--- src/rtl/ps2_frame_rx_pkg.sv ---
// Shared types and constants for the PS/2 frame receiver.
package ps2_pkg;

   typedef enum logic [1:0] {
      IDLE   = 2'd0,
      DATA   = 2'd1,
      PARITY = 2'd2,
      STOP   = 2'd3
   } ps2_state_e;

   localparam logic [7:0] PS2_BREAK  = 8'hF0;
   localparam logic [7:0] PS2_EXTEND = 8'hE0;

   localparam int unsigned PS2_FILTER_LEN_DEF     = 8;
   localparam int unsigned PS2_TIMEOUT_CYCLES_DEF = 65000;

   // Prefix bytes extend a scancode rather than complete one.
   function automatic logic is_prefix(input logic [7:0] b);
      return (b == PS2_BREAK) || (b == PS2_EXTEND);
   endfunction

endpackage

--- src/rtl/ps2_frame_rx_if.sv ---
// PS/2 line inputs and decoded-byte outputs of the frame receiver.
interface ps2_frame_rx_if;
   logic        ps2_clk;
   logic        ps2_data;
   logic [7:0]  rx_byte;
   logic        byte_valid;
   logic [15:0] keycode;
   logic        oflag;
   logic        parity_err;
   logic        frame_err;

   modport master (
      output ps2_clk, ps2_data,
      input  rx_byte, byte_valid, keycode, oflag, parity_err, frame_err
   );

   modport slave (
      input  ps2_clk, ps2_data,
      output rx_byte, byte_valid, keycode, oflag, parity_err, frame_err
   );
endinterface

--- src/rtl/ps2_frame_rx_input_filter.sv ---
// Synchronises the raw PS/2 lines, glitch-filters the clock and flags its
// falling edges; data is only synchronised.
module ps2_input_filter
   import ps2_pkg::*;
#(
   parameter int unsigned FILTER_LEN = PS2_FILTER_LEN_DEF
) (
   input  logic clk_i,
   input  logic rst_n_i,
   input  logic ps2_clk_i,
   input  logic ps2_data_i,
   output logic fall_o,
   output logic data_o
);

   localparam int unsigned CNT_W = $clog2(FILTER_LEN) + 1;

   logic [1:0]       clk_sync_q;
   logic [1:0]       dat_sync_q;
   logic             filt_q, filt_d;
   logic             filt_prev_q;
   logic [CNT_W-1:0] cnt_q, cnt_d;

   // Counts consecutive synced samples that disagree with the filtered level.
   always_comb begin
      filt_d = filt_q;
      cnt_d  = '0;
      if (clk_sync_q[1] != filt_q) begin
         if (cnt_q == CNT_W'(FILTER_LEN - 1))
            filt_d = clk_sync_q[1];
         else
            cnt_d = cnt_q + 1'b1;
      end
   end

   always_ff @(posedge clk_i or negedge rst_n_i) begin
      if (!rst_n_i) begin
         clk_sync_q  <= 2'b11;
         dat_sync_q  <= 2'b11;
         filt_q      <= 1'b1;
         filt_prev_q <= 1'b1;
         cnt_q       <= '0;
      end else begin
         clk_sync_q  <= {clk_sync_q[0], ps2_clk_i};
         dat_sync_q  <= {dat_sync_q[0], ps2_data_i};
         filt_q      <= filt_d;
         filt_prev_q <= filt_q;
         cnt_q       <= cnt_d;
      end
   end

   assign fall_o = filt_prev_q & ~filt_q;
   assign data_o = dat_sync_q[1];

endmodule

--- src/rtl/ps2_frame_rx.sv ---
// PS/2 device-to-host deframer with rolling 16-bit keycode.
// Optional mid-frame timeout enabled by defining PS2_RX_TIMEOUT_EN.
module ps2_frame_rx
   import ps2_pkg::*;
#(
   parameter int unsigned FILTER_LEN     = PS2_FILTER_LEN_DEF,
   parameter int unsigned TIMEOUT_CYCLES = PS2_TIMEOUT_CYCLES_DEF
) (
   input  logic          clk,
   input  logic          rst,
   ps2_frame_rx_if.slave bus
);

   logic fall;
   logic data_s;

   ps2_input_filter #(
      .FILTER_LEN (FILTER_LEN)
   ) u_filter (
      .clk_i      (clk),
      .rst_n_i    (rst),
      .ps2_clk_i  (bus.ps2_clk),
      .ps2_data_i (bus.ps2_data),
      .fall_o     (fall),
      .data_o     (data_s)
   );

   ps2_state_e  state_q, state_d;
   logic [2:0]  bit_cnt_q, bit_cnt_d;
   logic [7:0]  shift_q, shift_d;
   logic        par_q, par_d;
   logic        timeout;

   logic        deliver_d, perr_d, ferr_d;
   logic [7:0]  rx_byte_q;
   logic [15:0] keycode_q;
   logic        byte_valid_q, oflag_q, perr_q, ferr_q;

`ifdef PS2_RX_TIMEOUT_EN
   localparam int unsigned TO_W = $clog2(TIMEOUT_CYCLES);

   logic [TO_W-1:0] to_cnt_q, to_cnt_d;

   assign timeout = (state_q != IDLE) && !fall &&
                    (to_cnt_q == TO_W'(TIMEOUT_CYCLES - 1));

   always_comb begin
      to_cnt_d = to_cnt_q + 1'b1;
      if (fall || (state_q == IDLE) || timeout)
         to_cnt_d = '0;
   end

   always_ff @(posedge clk or negedge rst) begin
      if (!rst) to_cnt_q <= '0;
      else      to_cnt_q <= to_cnt_d;
   end
`else
   assign timeout = 1'b0;
`endif

   always_ff @(posedge clk or negedge rst) begin
      if (!rst) begin
         state_q   <= IDLE;
         bit_cnt_q <= '0;
         shift_q   <= '0;
         par_q     <= 1'b0;
      end else begin
         state_q   <= state_d;
         bit_cnt_q <= bit_cnt_d;
         shift_q   <= shift_d;
         par_q     <= par_d;
      end
   end

   // Bits arrive LSB first, so each new bit enters at the top.
   always_comb begin
      state_d   = state_q;
      bit_cnt_d = bit_cnt_q;
      shift_d   = shift_q;
      par_d     = par_q;
      if (timeout) begin
         state_d = IDLE;
      end else if (fall) begin
         case (state_q)
            IDLE: begin
               if (!data_s) begin
                  state_d   = DATA;
                  bit_cnt_d = '0;
               end
            end
            DATA: begin
               shift_d   = {data_s, shift_q[7:1]};
               bit_cnt_d = bit_cnt_q + 3'd1;
               if (bit_cnt_q == 3'd7) state_d = PARITY;
            end
            PARITY: begin
               par_d   = data_s;
               state_d = STOP;
            end
            STOP:    state_d = IDLE;
            default: state_d = IDLE;
         endcase
      end
   end

   always_comb begin
      deliver_d = 1'b0;
      perr_d    = 1'b0;
      ferr_d    = 1'b0;
      if (timeout) begin
         ferr_d = 1'b1;
      end else if (fall) begin
         case (state_q)
            IDLE: ferr_d = data_s;
            STOP: begin
               if (!data_s)                  ferr_d    = 1'b1;
               else if (^{shift_q, par_q})   deliver_d = 1'b1;
               else                          perr_d    = 1'b1;
            end
            default: ;
         endcase
      end
   end

   // Results register here, one cycle after the deciding fall.
   always_ff @(posedge clk or negedge rst) begin
      if (!rst) begin
         rx_byte_q    <= '0;
         keycode_q    <= '0;
         byte_valid_q <= 1'b0;
         oflag_q      <= 1'b0;
         perr_q       <= 1'b0;
         ferr_q       <= 1'b0;
      end else begin
         byte_valid_q <= deliver_d;
         oflag_q      <= deliver_d && !is_prefix(shift_q);
         perr_q       <= perr_d;
         ferr_q       <= ferr_d;
         if (deliver_d) begin
            rx_byte_q <= shift_q;
            keycode_q <= {keycode_q[7:0], shift_q};
         end
      end
   end

   assign bus.rx_byte    = rx_byte_q;
   assign bus.keycode    = keycode_q;
   assign bus.byte_valid = byte_valid_q;
   assign bus.oflag      = oflag_q;
   assign bus.parity_err = perr_q;
   assign bus.frame_err  = ferr_q;

endmodule
--- src/flat_wrapper.sv ---
// flat-port wrapper written by rule: the top's interface ports become plain ports
module ps2_frame_rx_flat import ps2_pkg::*;
#(
   parameter int unsigned FILTER_LEN     = PS2_FILTER_LEN_DEF,
   parameter int unsigned TIMEOUT_CYCLES = PS2_TIMEOUT_CYCLES_DEF
)
  (clk, rst, bus_ps2_clk, bus_ps2_data, bus_rx_byte, bus_byte_valid, bus_keycode, bus_oflag, bus_parity_err, bus_frame_err);
  ps2_frame_rx_if bus_i ();
  input  logic clk;
  input  logic rst;
  input wire logic [$bits(bus_i.ps2_clk)-1:0] bus_ps2_clk;
  input wire logic [$bits(bus_i.ps2_data)-1:0] bus_ps2_data;
  output wire logic [$bits(bus_i.rx_byte)-1:0] bus_rx_byte;
  output wire logic [$bits(bus_i.byte_valid)-1:0] bus_byte_valid;
  output wire logic [$bits(bus_i.keycode)-1:0] bus_keycode;
  output wire logic [$bits(bus_i.oflag)-1:0] bus_oflag;
  output wire logic [$bits(bus_i.parity_err)-1:0] bus_parity_err;
  output wire logic [$bits(bus_i.frame_err)-1:0] bus_frame_err;
  assign bus_i.ps2_clk = bus_ps2_clk;
  assign bus_i.ps2_data = bus_ps2_data;
  assign bus_rx_byte = bus_i.rx_byte;
  assign bus_byte_valid = bus_i.byte_valid;
  assign bus_keycode = bus_i.keycode;
  assign bus_oflag = bus_i.oflag;
  assign bus_parity_err = bus_i.parity_err;
  assign bus_frame_err = bus_i.frame_err;
  ps2_frame_rx #(.FILTER_LEN(FILTER_LEN), .TIMEOUT_CYCLES(TIMEOUT_CYCLES)) u_core (.clk(clk), .rst(rst), .bus(bus_i));
endmodule
--- config.mk ---
export PLATFORM = sky130hd
export DESIGN_NAME = ps2_frame_rx_flat
export DESIGN_NICKNAME = d
export VERILOG_FILES = /design/src/rtl/ps2_frame_rx_pkg.sv /design/src/rtl/ps2_frame_rx_if.sv /design/src/rtl/ps2_frame_rx_input_filter.sv /design/src/rtl/ps2_frame_rx.sv /design/src/flat_wrapper.sv
export SDC_FILE = /design/constraint.sdc
export NUM_CORES = 1
export LEC_CHECK = 0
export CAP_MARGIN = 10
export CORE_UTILIZATION = 56
export DETAILED_ROUTE_END_ITERATION = 12
export PLACE_DENSITY = 0.8
export SETUP_SLACK_MARGIN = 0.1
export SLEW_MARGIN = 10
export SYNTH_ARGS = -nofsm -noshare
export SYNTH_HDL_FRONTEND = slang
export SYNTH_SLANG_ARGS = --single-unit
--- constraint.sdc ---
create_clock -name clk -period 6.06 [get_ports clk]
set_input_delay 1.515 -clock clk [delete_from_list [all_inputs] [get_ports clk]]
set_output_delay 1.515 -clock clk [all_outputs]
set_load 0.03 [all_outputs]
**After elaboration in Yosys (flattened, before gate mapping)**

Cells that the tools add are included.

- $add $sub $neg: 2
- Equality and inequality tests: 10
- Mux-type cells: 18
- Bitwise operators: 2
- Reduce and logical (&&, ||, !) cells: 11

Operators with widths:

| operator | count |
|---|---|
| $eq 8x8->1 const B | 2 |
| $mux 1 | 10 |
| $reduce_xor 9->1 | 1 |
| $mux 4 | 2 |
| $pmux 2 s4 | 1 |
| $pmux 3 s2 | 1 |
| $reduce_and 2->1 | 3 |
| $reduce_and 3->1 | 2 |
| $add 4x1->4 const B | 1 |
| $eq 2x2->1 const B | 2 |
| $eq 4x3->1 const B | 1 |
| $mux 2 | 2 |
| $add 3x1->3 const B | 1 |
| $eq 3x3->1 const B | 1 |
| $mux 3 | 1 |
| $eq 2x1->1 const B | 1 |
| $logic_not 2->1 | 1 |
| $ne 2x1->1 const B | 1 |
| $ne 2x2->1 const B | 1 |
| $pmux 1 s2 | 1 |
| $reduce_bool 2->1 | 1 |
| $and 1x1->1 | 1 |
| $logic_and 1x1->1 | 1 |
| $logic_not 1->1 | 1 |
| 3 further kinds | 3 |

- Register bits after elaboration: 52
- Input bits: 4
- Output and inout bits: 28
- Word-level logic and storage cells: 58

**Longest topological paths before layout**

Gate-level depths: netlist (run 1).

- Depth in word-level cells: 6
- Mapped depth: 6
- Gate-level depth less buffers: 6

**Hierarchy**

From an unflattened synthesis (run 1), not the netlist that was laid out.

- Cells, all modules: 136
- Area, all modules: 1,945.6 um^2

By module, submodules not included:

| module | instances | cells each | area an instance (um^2) | seq. area each (um^2) |
|---|---|---|---|---|
| ps2_frame_rx | 1 | 112 | 1,587.8 | 850.8 |
| ps2_input_filter | 1 | 24 | 357.8 | 257.7 |

**Least setup slack after synthesis (run 1)**

Ideal clock, no wire load.

- Path type: reg-to-output
- Start: register, netlist name u_core.bus.keycode[7]
- End: output bus_rx_byte[7]
- Arrival: 0.751 ns
- Setup slack: 3.794 ns
- Cell stages (with the launch flop): 2
- Path buffers: 1
- Path through: dfrtp_1 > buf_4

RTL lines:

| element | line | RTL |
|---|---|---|
| end: declaration | flat_wrapper.sv:13 | `output wire logic [$bits(bus_i.rx_byte)-1:0] bus_rx_byte;` |

**Worst setup path after layout (run 1)**

- Start: register u_core.keycode_q[7], in the netlist u_core.bus.keycode[7]
- End: output bus_keycode[7]

RTL lines:

| element | line | RTL |
|---|---|---|
| start: declaration | ps2_frame_rx.sv:36 | `logic [15:0] keycode_q;` |
| start signal: assignment | ps2_frame_rx.sv:141 | `keycode_q <= {keycode_q[7:0], shift_q};` |
| end: declaration | flat_wrapper.sv:15 | `output wire logic [$bits(bus_i.keycode)-1:0] bus_keycode;` |

No word-level cell between the ends.

==> results of run 1 <==
==> registers in the layout (all words and copies together), names as in the netlist, 2 cells and up <==
| signal | cells |
|---|---|
| u_core.u_filter.dat_sync_q | 2 |
| u_core.state_q | 2 |
| u_core.u_filter.clk_sync_q | 2 |
| u_core.shift_q | 8 |
| u_core.u_filter.cnt_q | 4 |
| u_core.bit_cnt_q | 3 |
| u_core.bus.keycode | 16 |
==> final cells by class <==
type / instances / share of cell area [%]
inverter: 4 / 0.6532
clock buffer: 5 / 1.633
tap: 44 / 2.395
clock inverter: 3 / 2.069
sequential: 44 / 48.23
timing repair buffer: 31 / 13.28
multi-input combinational: 81 / 31.74
==> per-layer routing <==
layer,up-vias,share of wire (%),GRT usage [%]
li1,524,-,-
met1,555,41,18.36
met3,6,3.2,4.691
met4,0,2.0,10.39
met5,-,0,0
met2,23,54,31.87
==> synth_stat cells <==
| library cell | instances |
|---|---|
| a21oi_1 | 4 |
| a32o_1 | 2 |
| and3_1 | 1 |
| buf_12 | 1 |
| buf_4 | 8 |
| dfrtp_1 | 38 |
| dfstp_2 | 6 |
| ha_1 | 8 |
| inv_1 | 4 |
| mux2_2 | 17 |
| mux2_4 | 8 |
| mux2i_1 | 1 |
| mux2i_4 | 1 |
| nand2_1 | 8 |
| nand2b_1 | 1 |
| nand3_1 | 2 |
| nand4b_1 | 1 |
| nor2_1 | 5 |
| nor2b_1 | 2 |
| nor3_1 | 3 |
| o21ai_0 | 6 |
| o41a_2 | 1 |
| xnor2_1 | 9 |
| xnor2_2 | 1 |
==> power by group through the flow <==
| stage | combinational [mW] | clock [mW] | sequential (mW) |
|---|---|---|---|
| after floorplan | 0.121 | 0 | 0.366 |
| after global placement | 0.147 | 0 | 0.368 |
| after detailed placement | 0.160 | 0 | 0.371 |
| after CTS | 0.161 | 0.190 | 0.365 |
| after global routing | 0.176 | 0.200 | 0.371 |
| final | 0.159 | 0.181 | 0.364 |
==> logic make-up after synthesis <==
logic type | after synthesis | share of synthesized area [%]
AOI/OAI and AO/OA | 13 | 4.272
xor gates and xnor gates | 10 | 4.920
adders and majority gates | 8 | 5.178
buffers and inverters | 13 | 4.919
DFF | 44 | 57.35
muxes | 27 | 17.80
and+or+nand+nor | 23 | 5.567
==> how the worst max path moves through the flow <==
stage	start	to	slack (ns)	cells past startpoint
CTS	u_core.bus.keycode[7]$_DFFE_PN0P_	bus_keycode[7]	3.04	1
global route	u_core.bus.keycode[7]$_DFFE_PN0P_	bus_keycode[7]	3.01	1
finish	u_core.bus.keycode[7]$_DFFE_PN0P_	bus_keycode[7]	3.07	1
global placement	u_core.bus.keycode[7]$_DFFE_PN0P_	bus_keycode[7]	3.49	1
floorplan	u_core.bus.keycode[7]$_DFFE_PN0P_	bus_rx_byte[7]	3.79	1
detailed placement	u_core.bus.keycode[7]$_DFFE_PN0P_	bus_keycode[7]	3.47	1
==> through the flow <==
| step | worst slack [ns] | cell area (um2) | util, % | cells |
|---|---|---|---|---|
| 5_1_grt | 3.010 | 2298 | 72.90 | 212 |
| 3_5_place_dp | 3.466 | 2213 | 70.20 | 204 |
| 4_1_cts | 3.045 | 2298 | 72.90 | 212 |
| 3_3_place_gp | 3.493 | 2213 | 70.20 | 204 |
| 2_1_floorplan | 3.794 | 1933 | - | 138 |
| 6_report | 3.069 | 2298 | 72.90 | 212 |
==> results.cfg, run 1 <==
[outcome]
status = completed

[routing]
vias_per_cell = 5.226
ant_nets = 0
wl_per_cell_um = 13.38
first_pass_iters = 4
drtIter0Drc = 29
drc = 0
drt-total-wl_mm = 2.837
dr_total_vias = 1108

[sta]
setup_tns_ns = 0
timing.final.crit_share_pct = 49.35
fin_worst_skew_ns = 0.007019
fmax_mhz = 334.4
tightest_slew_ns = 0.9135
worst_hold_slack_ns = 0.3644
slew_violations = 0
period_needed_ns = 2.991
max-slew-margin-rel_pct = 39.10
setup_viol = 0
hold_viol = 0
rsz0062_at_grt = no

[clock_network]
htree_levels = 2
clkLatencyLatePin_ns = 0.35
postCtsHoldBufs = 0
clk_path_buf_depth = 2
cts.repair.resized = 0
clock_sinks = 44
post-cts-setup-buffers = 0
numCtsBuffers = 5
cts_tree = done
ctsRootBufferMaster = clkbuf_4
clk_pin_slew_ns = 0.13

[logic_synthesis]
synth.net_count = 150
yosysWarnings = 0
synthCells = 138
synth_area_mm2 = 0.001933
avgSynthCellArea_um2 = 14.01
synth.distinct_cells = 24
synth_top_area_share_pct = 49.19
seq_area_frac_synth_pct = 57.35
synth_top_cell_by_area = dfrtp_1
synthTopCellsByArea = dfrtp_1, mux2_2, dfstp_2
synth-seq-cells = 44

[flow_run]
cap_viol_max_count = 0

[worst_setup_path]
slowest_delay_ns = 0.69
r2r-end = u_core.bus.keycode[13]$_DFFE_PN0P_
path_cells = clkdlybuf4s50_1
cp_slowest_cell = clkdlybuf4s50_1
reg2regPathDepth = 5
cp_data_required_time_ns = 4.55
path_max_fanout = 5
worst_setup_path_start_kind = flip-flop
criticalPathCategory = flip-flop to output port
end_kind = output port
timing.critical_path.max_delay_family = buffers and inverters
worstPathArrival_ns = 1.48
rrSetupSlack_ns = 3.67
path_buf_inv = 1
r2r_start = u_core.shift_q[4]$_DFFE_PN0P_

[power_and_ir_drop]
cellPowerDensity_mw_per_mm2 = 306.7
switchingPower_mw = 0.2103
total_leakage_power_nw = 1.050
finalPower_mw = 0.7049
ir_drop_mv = 0.2070
p_int_mw = 0.4946
pwr-share-comb_pct = 22.6
clkPwrFrac_pct = 25.7
swShare_pct = 29.84
pwr-share-seq_pct = 51.7

[floorplanning]
ios = 32
floorplan.initialDensity_pct = 61.31
rows = 20
dieArea_mm2 = 0.003691
fp.dieH_um = 60.76
fp.dieW_um = 60.76
coreArea_mm2 = 0.003153

[layout]
final_layout_size_suffix_gt1_share_pct = 25.60
syn_to_final_growth_pct = 18.90
multi_input_area_um2 = 729.5
nNetsFinal = 179
register_area_mm2 = 0.001109
layout_common_cells = dfrtp_1, clkdlybuf4s50_1, mux2_2
layout_commonest_cell = dfrtp_1
antenna_cells = 0
fill_cells = 227

[worst_hold_path]
holdCritPathClass = flip-flop to flip-flop
whs_endpoint = u_core.u_filter.clk_sync_q[1]$_DFF_PN1_
holdPathStages = 0
min_from = u_core.u_filter.clk_sync_q[0]$_DFF_PN1_

[grt]
grt_pass1_wl_mm = 4.588
antenna_found_initial = 0
grt-ovfl-total = 0
grt_pass1_vias = 1118
grt_max_degree = 45
grtUsageTotal_pct = 17.66

[placed_design]
place_hpwl_mm = 2.078
port_buffers = 31
gp_congestion = 0.7536
No activity file was read; power rests on OpenSTA's default activity.
==> inputs of run 2 (changes only) <==
--- a/config.mk
+++ b/config.mk
@@ -6,9 +6,9 @@
 export NUM_CORES = 1
 export LEC_CHECK = 0
 export CAP_MARGIN = 10
-export CORE_UTILIZATION = 56
+export CORE_UTILIZATION = 47
 export DETAILED_ROUTE_END_ITERATION = 12
-export PLACE_DENSITY = 0.8
+export PLACE_DENSITY = 0.72
 export SETUP_SLACK_MARGIN = 0.1
 export SLEW_MARGIN = 10
 export SYNTH_ARGS = -nofsm -noshare
==> constraint.sdc (replaced) <==
create_clock -name clk -period 2.6 [get_ports clk]
set_input_delay 0.65 -clock clk [delete_from_list [all_inputs] [get_ports clk]]
set_output_delay 0.65 -clock clk [all_outputs]
set_load 0.03 [all_outputs]
==> results.cfg, run 2 (synthesized netlist as in run 1, its figures left out) <==
[outcome]
status = completed

[floorplanning]
floorplan.initialDensity_pct = 50.89
fp.dieW_um = 66.13
ios = 32
coreArea_mm2 = 0.003799
dieArea_mm2 = 0.004373
fp.dieH_um = 66.13
rows = 22

[worst_hold_path]
holdCritPathClass = input pin to asynchronous set/reset pin

[grt]
antenna_found_initial = 0
grt_pass1_wl_mm = 5.188
grt_pass1_vias = 1157
grt-ovfl-total = 0
grtUsageTotal_pct = 16.85
grt_max_degree = 26

[worst_setup_path]
path_max_fanout = 17
worst_setup_path_start_kind = flip-flop
worstPathArrival_ns = 2.33
cp_data_required_time_ns = 2.78
reg2regPathDepth = 6
end_kind = flip-flop
rrSetupSlack_ns = 0.45
criticalPathCategory = flip-flop to flip-flop

[clock_network]
cts_tree = done
htree_levels = 2
cts.repair.resized = 0
post-cts-setup-buffers = 0
ctsRootBufferMaster = clkbuf_8
clk_path_buf_depth = 2
numCtsBuffers = 5
postCtsHoldBufs = 0
clk_pin_slew_ns = 0.07
clkLatencyLatePin_ns = 0.30
clock_sinks = 44

[sta]
period_needed_ns = 2.154
setup_viol = 0
fin_worst_skew_ns = 0.008657
slew_violations = 0
hold_viol = 0
timing.final.crit_share_pct = 82.84
max-slew-margin-rel_pct = 71.54
worst_hold_slack_ns = 0.2859
tightest_slew_ns = 0.4269
fmax_mhz = 464.3
rsz0062_at_grt = no
setup_ws_ns = 0.4462
setup_tns_ns = 0

[layout]
post-route-util_pct = 61.17
syn_to_final_growth_pct = 20.19
final_layout_size_suffix_gt1_share_pct = 25.29
largest_reg_flops = 16
fill_cells = 296
layout_commonest_cell = dfrtp_1
antenna_cells = 0
nNetsFinal = 181
layout_common_cells = dfrtp_1, clkdlybuf4s50_1, mux2_2

[routing]
dr_total_vias = 1128
first_pass_iters = 3
drtIter0Drc = 38
ant_nets = 0
drc = 0
drt-total-wl_mm = 3.038
vias_per_cell = 5.174
wl_per_cell_um = 13.94

[placed_design]
port_buffers = 31
place_hpwl_mm = 2.215
gp_congestion = 0.7215
dpl_worst_slack_ns = 0.4374

[power_and_ir_drop]
ir_drop_mv = 0.3910
total_leakage_power_nw = 1.060
cellPowerDensity_mw_per_mm2 = 708.4

[flow_run]
cap_viol_max_count = 0
[run 2: changes by cell type in the layout (fill, tap and decap cells not counted), sizes merged]
cell    previous run  this run
clkbuf             5         8
buf                1         3
clkinv             2         0
bufinv             1         0
[run 2: where the power goes]
part           switching (mW)  internal [mW]  total (mW)
clock network           0.208          0.216       0.425
logic                   0.196          0.170       0.365
registers              0.0773          0.779       0.856
[run 2: path summary, 6_finish.rpt]
check | to | from
hold / removal | u_core.bus.keycode[8]$_DFFE_PN0P_ | rst
hold reg to reg | u_core.u_filter.clk_sync_q[1]$_DFF_PN1_ | u_core.u_filter.clk_sync_q[0]$_DFF_PN1_
max in group asynchronous | u_core.u_filter.dat_sync_q[1]$_DFF_PN1_ | rst
setup / recovery | u_core.bus.keycode[0]$_DFFE_PN0P_ | u_core.shift_q[1]$_DFFE_PN0P_
setup reg to reg | u_core.bus.keycode[0]$_DFFE_PN0P_ | u_core.shift_q[1]$_DFFE_PN0P_
min in group clk | u_core.u_filter.clk_sync_q[1]$_DFF_PN1_ | u_core.u_filter.clk_sync_q[0]$_DFF_PN1_
[run 2: layout make-up]
class / instances / area [um2] / area share (%)
Tap cell: 48 / 60.06 / 2.585
Sequential cell: 44 / 1109 / 47.71
Clock buffer: 8 / 90.09 / 3.877
Inverter: 4 / 15.01 / 0.6462
Multi-Input combinational cell: 81 / 729.5 / 31.39
Timing Repair Buffer: 33 / 320.3 / 13.79
[run 2: metrics by stage]
stage                     cells  area, um2  power (mW)
after global placement      210       2233       1.204
after CTS                   218       2323       1.667
after floorplan             138       1933       1.135
after global routing        218       2323       1.759
final                       218       2323       1.646
after detailed placement    210       2233       1.237
[run 2: worst max-delay path, cell delays in order, from the launching register on]
cell     delay [ns]
dfrtp_1        0.43
xnor2_1        0.21
xnor2_1        0.13
xnor2_2        0.34
mux2i_4        0.28
buf_4          0.30
mux2_2         0.37
[run 2: layer usage]
metal	up-vias	routed length (um)	GRT usage, %	part of all wire (%)
met2	27	1554	28.70	51
met4	0	85	9.043	2.8
met3	8	142	6.379	4.7
met1	566	1256	17.91	41
met5	-	0	0	0
li1	527	-	-	-
